<file path="config.mk">
export PLATFORM = sky130hd
export DESIGN_NAME = push_button_conditioner
export DESIGN_NICKNAME = d
export VERILOG_FILES = /design/src/rtl/push_button_conditioner_pkg.sv /design/src/rtl/push_button_conditioner_btn_channel.sv /design/src/rtl/push_button_conditioner.sv
export SDC_FILE = /design/constraint.sdc
export NUM_CORES = 1
export LEC_CHECK = 0
export ABC_AREA = 0
export CORE_ASPECT_RATIO = 1.25
export CORE_UTILIZATION = 45
export CTS_CLUSTER_SIZE = 12
export DETAILED_ROUTE_END_ITERATION = 6
export PLACE_DENSITY = 0.64
export REMOVE_ABC_BUFFERS = 1
export SLEW_MARGIN = 20
export SYNTH_ARGS = -nofsm -noshare
export SYNTH_HDL_FRONTEND = slang
export SYNTH_SLANG_ARGS = --single-unit
</file>
<file path="constraint.sdc">
create_clock -name clk -period 3.1 [get_ports clk]
set_input_delay 0.62 -clock clk [delete_from_list [all_inputs] [get_ports clk]]
set_output_delay 0.62 -clock clk [all_outputs]
set_load 0.05 [all_outputs]
</file>
<file path="src/rtl/push_button_conditioner_pkg.sv">
// push_button_conditioner_pkg: shared button indices, channel FSM encoding and default timing.
// Provides BTN_* bit positions on the push bus, the per-button FSM state type,
// default timing constants and a small max helper for counter sizing.
package push_button_conditioner_pkg;
   localparam int BTN_U = 0;
   localparam int BTN_D = 1;
   localparam int BTN_L = 2;
   localparam int BTN_R = 3;
   localparam int BTN_M = 4;
   localparam int DEF_N_BTN           = 5;
   localparam int DEF_DEBOUNCE_CYCLES = 20000;
   localparam int DEF_REPEAT_DELAY    = 500000;
   localparam int DEF_REPEAT_RATE     = 100000;
   typedef enum logic [1:0] {
      IDLE   = 2'd0,
      PRESS  = 2'd1,
      REPEAT = 2'd2
   } btn_state_e;
   function automatic int max_int(input int a, input int b);
      return (a > b) ? a : b;
   endfunction
endpackage

</file>
<file path="src/rtl/push_button_conditioner_btn_channel.sv">
// btn_channel: one button's synchroniser, debouncer, press one-shot and auto-repeat FSM.
// Ports: clk, reset (sync, active high); i_raw asynchronous pin; i_rep_en auto-repeat
// enable; o_level debounced level; o_pulse one-cycle press/repeat pulse; o_held high in
// the auto-repeat phase.
module btn_channel
   import push_button_conditioner_pkg::*;
#(
   parameter int DEBOUNCE_CYCLES = DEF_DEBOUNCE_CYCLES,
   parameter int REPEAT_DELAY    = DEF_REPEAT_DELAY,
   parameter int REPEAT_RATE     = DEF_REPEAT_RATE
) (
   input  logic clk,
   input  logic reset,
   input  logic i_raw,
   input  logic i_rep_en,
   output logic o_level,
   output logic o_pulse,
   output logic o_held
);
   localparam int DW = $clog2(DEBOUNCE_CYCLES);
   localparam int RW = $clog2(max_int(REPEAT_DELAY, REPEAT_RATE));
   localparam logic [DW-1:0] DEB_LAST  = DW'(DEBOUNCE_CYCLES - 1);
   localparam logic [RW-1:0] DLY_LAST  = RW'(REPEAT_DELAY - 1);
   localparam logic [RW-1:0] RATE_LAST = RW'(REPEAT_RATE - 1);

   logic          r_ff1;
   logic          r_ff2;
   logic          r_stable;
   logic          r_pulse;
   logic [DW-1:0] r_deb_cnt;
   logic [RW-1:0] r_rep_cnt;
   btn_state_e    r_state;

   logic          w_differ;
   logic          w_flip;
   logic          w_rise;
   logic          w_fall;
   btn_state_e    w_state_nxt;
   logic [RW-1:0] w_rep_cnt_nxt;
   logic          w_pulse_nxt;

   // The debounced state flips on the same edge the FSM sees the rise/fall,
   // so the press pulse and the level change leave the block together.
   assign w_differ = r_ff2 ^ r_stable;
   assign w_flip   = w_differ && (r_deb_cnt == DEB_LAST);
   assign w_rise   = w_flip & r_ff2;
   assign w_fall   = w_flip & ~r_ff2;

   always_ff @(posedge clk) begin
      if (reset) begin
         r_ff1     <= 1'b0;
         r_ff2     <= 1'b0;
         r_stable  <= 1'b0;
         r_deb_cnt <= '0;
         r_state   <= IDLE;
         r_rep_cnt <= '0;
         r_pulse   <= 1'b0;
      end else begin
         r_ff1     <= i_raw;
         r_ff2     <= r_ff1;
         r_stable  <= r_stable ^ w_flip;
         r_deb_cnt <= (w_differ && !w_flip) ? r_deb_cnt + 1'b1 : '0;
         r_state   <= w_state_nxt;
         r_rep_cnt <= w_rep_cnt_nxt;
         r_pulse   <= w_pulse_nxt;
      end
   end

   // Release is tested first in every pressed state so it beats a due pulse;
   // in PRESS the counter parks at the delay end until repeat is enabled.
   always_comb begin
      w_state_nxt   = r_state;
      w_rep_cnt_nxt = r_rep_cnt;
      w_pulse_nxt   = 1'b0;
      case (r_state)
         IDLE: begin
            if (w_rise) begin
               w_state_nxt   = PRESS;
               w_rep_cnt_nxt = '0;
               w_pulse_nxt   = 1'b1;
            end
         end
         PRESS: begin
            if (w_fall) begin
               w_state_nxt   = IDLE;
               w_rep_cnt_nxt = '0;
            end else if (i_rep_en && (r_rep_cnt == DLY_LAST)) begin
               w_state_nxt   = REPEAT;
               w_rep_cnt_nxt = '0;
               w_pulse_nxt   = 1'b1;
            end else if (r_rep_cnt != DLY_LAST) begin
               w_rep_cnt_nxt = r_rep_cnt + 1'b1;
            end
         end
         REPEAT: begin
            if (w_fall) begin
               w_state_nxt   = IDLE;
               w_rep_cnt_nxt = '0;
            end else if (!i_rep_en) begin
               w_state_nxt   = PRESS;
               w_rep_cnt_nxt = '0;
            end else if (r_rep_cnt == RATE_LAST) begin
               w_rep_cnt_nxt = '0;
               w_pulse_nxt   = 1'b1;
            end else begin
               w_rep_cnt_nxt = r_rep_cnt + 1'b1;
            end
         end
         default: begin
            w_state_nxt   = IDLE;
            w_rep_cnt_nxt = '0;
         end
      endcase
   end

   assign o_level = r_stable;
   assign o_pulse = r_pulse;
   assign o_held  = (r_state == REPEAT);
endmodule

</file>
<file path="src/rtl/push_button_conditioner.sv">
// push_button_conditioner: turns raw push-button pins into debounced levels and command pulses.
// Ports: clk, reset (sync, active high); push_raw asynchronous pins (0=up,1=down,2=left,
// 3=right,4=middle); repeat_en per-button auto-repeat enable; push_level debounced level;
// push_pulse one-cycle press/repeat pulses; push_held high during auto-repeat.
module push_button_conditioner
   import push_button_conditioner_pkg::*;
#(
   parameter int N_BTN           = DEF_N_BTN,
   parameter int DEBOUNCE_CYCLES = DEF_DEBOUNCE_CYCLES,
   parameter int REPEAT_DELAY    = DEF_REPEAT_DELAY,
   parameter int REPEAT_RATE     = DEF_REPEAT_RATE
) (
   input  logic             clk,
   input  logic             reset,
   input  logic [N_BTN-1:0] push_raw,
   input  logic [N_BTN-1:0] repeat_en,
   output logic [N_BTN-1:0] push_level,
   output logic [N_BTN-1:0] push_pulse,
   output logic [N_BTN-1:0] push_held
);
   for (genvar g = 0; g < N_BTN; g++) begin : g_ch
      btn_channel #(
         .DEBOUNCE_CYCLES(DEBOUNCE_CYCLES),
         .REPEAT_DELAY   (REPEAT_DELAY),
         .REPEAT_RATE    (REPEAT_RATE)
      ) u_ch (
         .clk     (clk),
         .reset   (reset),
         .i_raw   (push_raw[g]),
         .i_rep_en(repeat_en[g]),
         .o_level (push_level[g]),
         .o_pulse (push_pulse[g]),
         .o_held  (push_held[g])
      );
   end
endmodule
</file>
==> run_results.csv, run 1 <==
group,metric,value,unit
layout,instances_no_fill,1645,
clocking,clock_latency,430,ps
sta,hold_viol,0,
sta,fin_crit_sh,88.9,%
floorplanning,die_w,140,um
logic_synthesis,ys_seq_area_share,37.3,%
drt,route.detailed.drc,0,
grt,antenna_found_initial,0,
sta,max_freq,363,MHz
placement,dp_hpwl,15.6,mm
logic_synthesis,ys_types,68,
sta,fin_ws,344,ps
drt,via_per_inst,5.81,
floorplanning,core_area,23200,um2
hold_path,worstHoldPathType,"register to register",
grt,grt_pass1_vias,8799,
placement,post-place-ws,315,ps
sta,skew,10.3,ps
logic_synthesis,post-synth-top-area-cell,"dfxtp_1",
logic_synthesis,synthArstFlopShare,0,%
critical_path,ff2ff_setup_slack,340,ps
grt,overflow,0,
sta,worst_pin_slew,760,ps
critical_path,r2r_cells,7,
power_and_ir_drop,seq_power_share,52.2,%
grt,grt_usage,19.5,%
floorplanning,initial_utilization,46.3,%
power_and_ir_drop,combPwrFrac,1.8,%
clocking,cts_root_buf,"clkbuf_16",
logic_synthesis,synth.avg_cell_area,7.95,um2
logic_synthesis,synth_common_cells,"200 x dfxtp_1, 146 x nor2_1, 141 x nand2_1, 118 x nand3_1, 61 x nand4_1",
clocking,cts_tree,"built",
critical_path,critPathMaxStageDelay,670,ps
critical_path,cp.required,3390,ps
critical_path,endpoint,"g_ch[4].u_ch.r_rep_cnt[2]$_SDFFE_PP0P_",
logic_synthesis,ys_seq_elements,200,
logic_synthesis,synth-edff-count,0,
critical_path,worstSetupPathDepth,7,
critical_path,crit_family,"simple AND/OR/NAND/NOR gates",
power_and_ir_drop,intPower,3.84,mW
clocking,htreeDepth,4,
critical_path,path_max_fanout,22,
placement,routabilityCongestion,0.868,
layout,area_delta_synth_final,10.2,%
clocking,cts_resized,0,
power_and_ir_drop,power_density,418,nW/um2
logic_synthesis,syn_area,10700,um2
outcome,outcome,"finished, final reports clean",
drt,routed_wl,23.3,mm
critical_path,path_class,"register to register",
sta,drv_slew,0,
floorplanning,die_h,175,um
drt,drt-initial-drc-count,669,
clocking,cts_setup_buffers,0,
logic_synthesis,syn_inst,1350,
logic_synthesis,synth_area_leaders,"dfxtp_1 37%, nand3_1 5.5%, nor2_1 5.1%, nand2_1 4.9%, xor2_1 3.6%",
layout,fillers,2154,
placement,portBuffers,26,
sta,rsz0062_at_grt,"false",
clocking,cts.sink_count,200,
clocking,clkTransAtPathRegs,70,ps
logic_synthesis,dominantRegCellSynth,"dfxtp_1",
logic_synthesis,yosysMostFrequentCell,"dfxtp_1",
layout,final_nets,1387,
critical_path,crit_start,"g_ch[4].u_ch.r_deb_cnt[8]$_SDFF_PP0_",
layout,drive_gt1_share,6.12,%
drt,wl_per_cell,14.2,um
critical_path,critPathBufInv,1,
clocking,cts_inserted_buffers,17,
floorplanning,io_pins,27,
critical_path,end_kind,"register",
critical_path,arrival,3050,ps
critical_path,critPathSlowestCell,"or4_1",
drt,drt.antenna.violating_nets,0,
clocking,postCtsHoldBufs,0,
placement,place_inst,1614,
power_and_ir_drop,p_leak,3.78,nW
power_and_ir_drop,ir_drop,0.414,mV
grt,grt_pass1_wl,40.5,mm
job,cap_violations,0,
critical_path,rr_endpoint,"g_ch[4].u_ch.r_rep_cnt[2]$_SDFFE_PP0P_",
critical_path,reg2reg_from,"g_ch[4].u_ch.r_deb_cnt[8]$_SDFF_PP0_",
grt,grt_max_degree,131,
sta,timing.final.crit_period,2760,ps
layout,diodes,0,
sta,whs,442,ps
clocking,cts_buffer_depth,2,
floorplanning,dieArea,24500,um2
sta,slew_headroom,49.3,%
power_and_ir_drop,power_frac_clock,46.1,%
sta,setup_viol,0,
critical_path,cp-start-kind,"register",
drt,first_pass_iters,5,
logic_synthesis,synth_top_area_share,37.3,%
critical_path,crit_chain,"or4b_4 -> or4_1 -> o21ai_0 -> o22ai_1 -> buf_4 -> nand4b_1 -> a31oi_1",
logic_synthesis,synth_warnings,0,
drt,vias,9559,
power_and_ir_drop,switching_power,1.11,mW
power_and_ir_drop,swShare,22.4,%
floorplanning,row_count,62,
## power groups by stage
| stage | Combinational (mW) | Sequential [mW] | Clock, mW |
|---|---|---|---|
| after floorplan | 0.0279 | 2.64 | 0 |
| after global placement | 0.0873 | 2.64 | 0 |
| after detailed placement | 0.0872 | 2.64 | 0 |
| after CTS | 0.0875 | 2.58 | 2.35 |
| after global routing | 0.0949 | 2.58 | 2.47 |
| final | 0.0867 | 2.58 | 2.28 |
## sequential cells by signal, summed over array words and instances, names as in the netlist, named ones only
register,flops
g_ch.u_ch.r_state,10
g_ch.u_ch.o_pulse,5
g_ch.u_ch.r_ff1,5
g_ch.u_ch.r_rep_cnt,95
g_ch.u_ch.r_deb_cnt,75
g_ch.u_ch.r_ff2,5
## cell usage in the layout (no fill, tap or decap), types with 6 or more instances in the layout
cell / Yosys / layout
a21o_1: 13 / 13
nor3_1: 36 / 36
nand2_1: 141 / 141
nand3b_1: 6 / 6
nor4_1: 17 / 17
nor2b_1: 12 / 12
o21a_1: 6 / 6
xnor2_1: 25 / 25
o32ai_1: 20 / 20
or3_1: 28 / 28
or2_2: 13 / 13
nor2_1: 146 / 146
nand2b_1: 7 / 7
nand4b_1: 7 / 7
a31oi_1: 35 / 35
a21oi_1: 57 / 57
or4_1: 23 / 23
o21ai_0: 27 / 27
inv_1: 52 / 52
xor2_1: 44 / 44
o211ai_1: 6 / 6
and4b_1: 8 / 8
and4_1: 11 / 11
nand3_1: 118 / 118
and2_1: 11 / 11
and3_1: 24 / 24
a32o_1: 17 / 17
nand4_1: 61 / 61
ha_1: 30 / 30
dfxtp_1: 200 / 200
clkbuf_16: 0 / 17
clkdlybuf4s50_1: 0 / 25
buf_4: 17 / 28
## cells by family (layout without fill, tap and decap cells)
family / count (synthesis) / count (layout) / synth area share, %
muxes: 2 / 2 / 0.187
buffers and inverters: 132 / 139 / 5.36
DFF: 200 / 200 / 37.3
adders and majority gates: 30 / 30 / 3.50
AOI/OAI and AO/OA: 226 / 226 / 14.5
and+or+nand+nor: 691 / 691 / 33.5
xor gates and xnor gates: 69 / 69 / 5.63
## per-layer routing
| layer | up-vias | track usage (%) | wire length, um |
|---|---|---|---|
| met5 | - | 0 | 0 |
| met3 | 23 | 3.12 | 717 |
| li1 | 4888 | - | - |
| met2 | 163 | 33.7 | 11200 |
| met4 | 0 | 5.54 | 227 |
| met1 | 4485 | 25.0 | 11200 |
## area by class of cell
class / count / area, um2 / area share, %
inverter: 53 / 199 / 1.68
clock buffer: 18 / 439 / 3.71
clock inverter: 13 / 159 / 1.34
sequential: 200 / 4000 / 33.9
timing repair buffer: 55 / 500 / 4.23
multi-input combinational: 1018 / 6160 / 52.1
tap: 288 / 360 / 3.05
## worst reg2reg max path: stages (launching register included)
cell and delay, ps:
dfxtp_1 330, or4b_4 550, or4_1 670, o21ai_0 410, o22ai_1 200, buf_4 250, nand4b_1 120, a31oi_1 80
## worst min-delay path by stage
stage                                        from  cells after the start                             to  slack, ps
detailed placement  g_ch[2].u_ch.r_ff1$_SDFF_PP0_                      1  g_ch[2].u_ch.r_ff2$_SDFF_PP0_        430
global route        g_ch[3].u_ch.r_ff1$_SDFF_PP0_                      1  g_ch[3].u_ch.r_ff2$_SDFF_PP0_        460
global placement    g_ch[2].u_ch.r_ff1$_SDFF_PP0_                      1  g_ch[2].u_ch.r_ff2$_SDFF_PP0_        420
floorplan           g_ch[0].u_ch.r_ff1$_SDFF_PP0_                      1  g_ch[0].u_ch.r_ff2$_SDFF_PP0_        410
CTS                 g_ch[2].u_ch.r_ff1$_SDFF_PP0_                      1  g_ch[2].u_ch.r_ff2$_SDFF_PP0_        450
finish              g_ch[2].u_ch.r_ff1$_SDFF_PP0_                      1  g_ch[2].u_ch.r_ff2$_SDFF_PP0_        440
## through the flow
stage / total power [mW] / TNS [ps] / util [%] / instance area, um2
global placement: 2.73 / 0 / 48.4 / 11200
global route: 5.14 / 0 / 51.0 / 11800
finish: 4.95 / 0 / 51.0 / 11800
CTS: 5.02 / 0 / 51.0 / 11800
detailed placement: 2.73 / 0 / 48.4 / 11200
floorplan: 2.67 / -28.0 / - / 10400
Note: power is estimated with default switching activity, not from simulation.
==> run 2: changes to the inputs <==
PLACE_DENSITY = 0.66   (was 0.64)
==> run 2 against run 1 <==
  * Sequential power is essentially flat
  * Routed wire length shrank 0.56%
  * Combinational power shrank 1%
  * Global-route usage is essentially flat
  * First-iteration DRC count shrank 21%
  * Count of clock-buffer cells in the layout grew 1
  * Fmax shrank 2.0%
  * Power shrank 3.2%
  * Die area is the same
  * Critical endpoint is now g_ch[0].u_ch.r_rep_cnt[10]$_SDFFE_PP0P_
==> run_results.csv, run 2 (synthesized netlist as in run 1, its figures left out) <==
group,metric,value,unit
layout,top_regs,"g_ch.u_ch.r_rep_cnt: 95 flops, g_ch.u_ch.r_deb_cnt: 75 flops, g_ch.u_ch.r_state: 10 flops",
placement,dp_hpwl,15.5,mm
clocking,clock_latency,440,ps
grt,gr-usage-met2,34.1,%
drt,drt-initial-drc-count,526,
layout,regMostFlops,"g_ch.u_ch.r_rep_cnt",
critical_path,arrival,3190,ps
grt,grt_usage,19.6,%
critical_path,path_class,"register to register",
layout,drive_gt1_share,5.90,%
drt,wl_per_cell,14.1,um
critical_path,rr_endpoint,"g_ch[0].u_ch.r_rep_cnt[10]$_SDFFE_PP0P_",
sta,fin_crit_sh,90.7,%
sta,timing.final.crit_period,2810,ps
layout,final_cell_mix,"200 x dfxtp_1, 146 x nor2_1, 141 x nand2_1",
critical_path,cp-start-kind,"register",
sta,rsz0062_at_grt,"false",
drt,routed_wl,23.2,mm
drt,vias,9603,
sta,skew,13.3,ps
drt,first_pass_iters,5,
drt,route.detailed.drc,0,
clocking,cts_buffer_depth,2,
layout,fin_area,11800,um2
floorplanning,dieArea,24500,um2
floorplanning,initial_utilization,46.3,%
hold_path,hold_end,"g_ch[4].u_ch.r_ff2$_SDFF_PP0_",
critical_path,r2r_cells,6,
placement,portBuffers,26,
floorplanning,die_h,175,um
clocking,cts_resized,0,
layout,largest_register_ffs,95,
clocking,postCtsHoldBufs,0,
sta,fin_ws,287,ps
layout,area_delta_synth_final,9.59,%
critical_path,cp.required,3480,ps
clocking,cts.sink_count,200,
sta,drv_slew,0,
grt,grt_max_degree,131,
sta,worst_pin_slew,786,ps
grt,busiest_layer,"met2",
layout,final_nets,1384,
placement,post-place-ws,171,ps
outcome,outcome,"finished, final reports clean",
grt,overflow,0,
power_and_ir_drop,p_leak,3.75,nW
clocking,cts_root_buf,"clkbuf_16",
grt,grt_pass1_vias,8846,
layout,fillers,2230,
floorplanning,row_count,62,
critical_path,path_max_fanout,11,
sta,hold_viol,0,
power_and_ir_drop,power_density,407,nW/um2
power_and_ir_drop,ir_drop,0.326,mV
floorplanning,die_w,140,um
layout,final_common_cell,"dfxtp_1",
clocking,htreeDepth,4,
critical_path,end_kind,"register",
clocking,cts_inserted_buffers,17,
grt,antenna_found_initial,0,
drt,via_per_inst,5.84,
sta,setup_viol,0,
hold_path,worstHoldPathType,"register to register",
drt,drt.antenna.violating_nets,0,
clocking,cts_tree,"built",
layout,diodes,0,
floorplanning,io_pins,27,
hold_path,min_from,"g_ch[4].u_ch.r_ff1$_SDFF_PP0_",
placement,routabilityCongestion,0.809,
sta,slew_headroom,47.6,%
hold_path,hold_depth,1,
critical_path,reg2reg_from,"g_ch[0].u_ch.r_deb_cnt[5]$_SDFF_PP0_",
sta,max_freq,356,MHz
job,cap_violations,0,
placement,dpl-instance-area,11200,um2
critical_path,ff2ff_setup_slack,290,ps
floorplanning,core_area,23200,um2
grt,met1_usage,24.6,%
clocking,cts_setup_buffers,0,
grt,use_met3,3.34,%
grt,grt_pass1_wl,40.6,mm
clocking,clkTransAtPathRegs,70,ps
[run 2: cell types whose count changed in the layout (fill, tap and decap cells not counted), sizes merged]
cell	delta
clkbuf	+1
clkinvlp	-1
buf	-3
clkinv	+3
bufinv	-2
[run 2: how the worst max path moves through the flow]
stage,endpoint,startpoint,depth (start not counted)
final,g_ch[0].u_ch.r_rep_cnt[10]$_SDFFE_PP0P_,g_ch[0].u_ch.r_deb_cnt[5]$_SDFF_PP0_,6
after global routing,g_ch[0].u_ch.r_rep_cnt[10]$_SDFFE_PP0P_,g_ch[0].u_ch.r_deb_cnt[5]$_SDFF_PP0_,6
after CTS,g_ch[4].u_ch.r_rep_cnt[12]$_SDFFE_PP0P_,g_ch[4].u_ch.r_deb_cnt[8]$_SDFF_PP0_,6
after detailed placement,g_ch[0].u_ch.r_rep_cnt[10]$_SDFFE_PP0P_,repeat_en[0],7
after global placement,g_ch[0].u_ch.r_rep_cnt[10]$_SDFFE_PP0P_,repeat_en[0],7
after floorplan,g_ch[2].u_ch.r_rep_cnt[1]$_SDFFE_PP0P_,g_ch[2].u_ch.r_state[0]$_SDFFE_PP0P_,6
[run 2: area by class of cell]
class	count	area (um2)	share of cell area [%]
flip-flops and latches	200	4000	34.0
well taps	288	360	3.06
inverters	53	199	1.69
clock inverters	13	113	0.958
multi-input cells	1018	6160	52.4
clock buffers	19	443	3.77
repair buffers	52	478	4.06
[run 2: where the power goes]
part,leakage [nW],switching (mW),internal [mW],total (mW)
logic,1.86,0.0585,0.0270,0.0856
clock network,0.274,1.04,1.08,2.12
registers,1.61,0.00567,2.57,2.58
[run 2: critical path, stage by stage, from the launching register on]
cell and delay [ps]:
dfxtp_1 370, nor4b_1 560, nand4_1 250, a2111oi_0 530
nor2_1 300, nor2_1 500, a32o_1 240
[run 2: metal layers]
metal	share of wire, %	wire length (um)
met3	2.5	592
met5	0	0
met4	1.1	245
met1	48	11100
met2	49	11300
[run 2: stage by stage]
stage	instances	utilization (%)	hold WS, ps	TNS, ps	total power, mW
final	1643	50.7	436	0	4.79
after global routing	1643	50.7	457	0	4.97
after CTS	1643	50.7	438	0	4.84
after detailed placement	1611	48.3	421	0	2.73
after global placement	1611	48.3	418	0	2.73
after floorplan	1271	-	414	-28.0	2.67
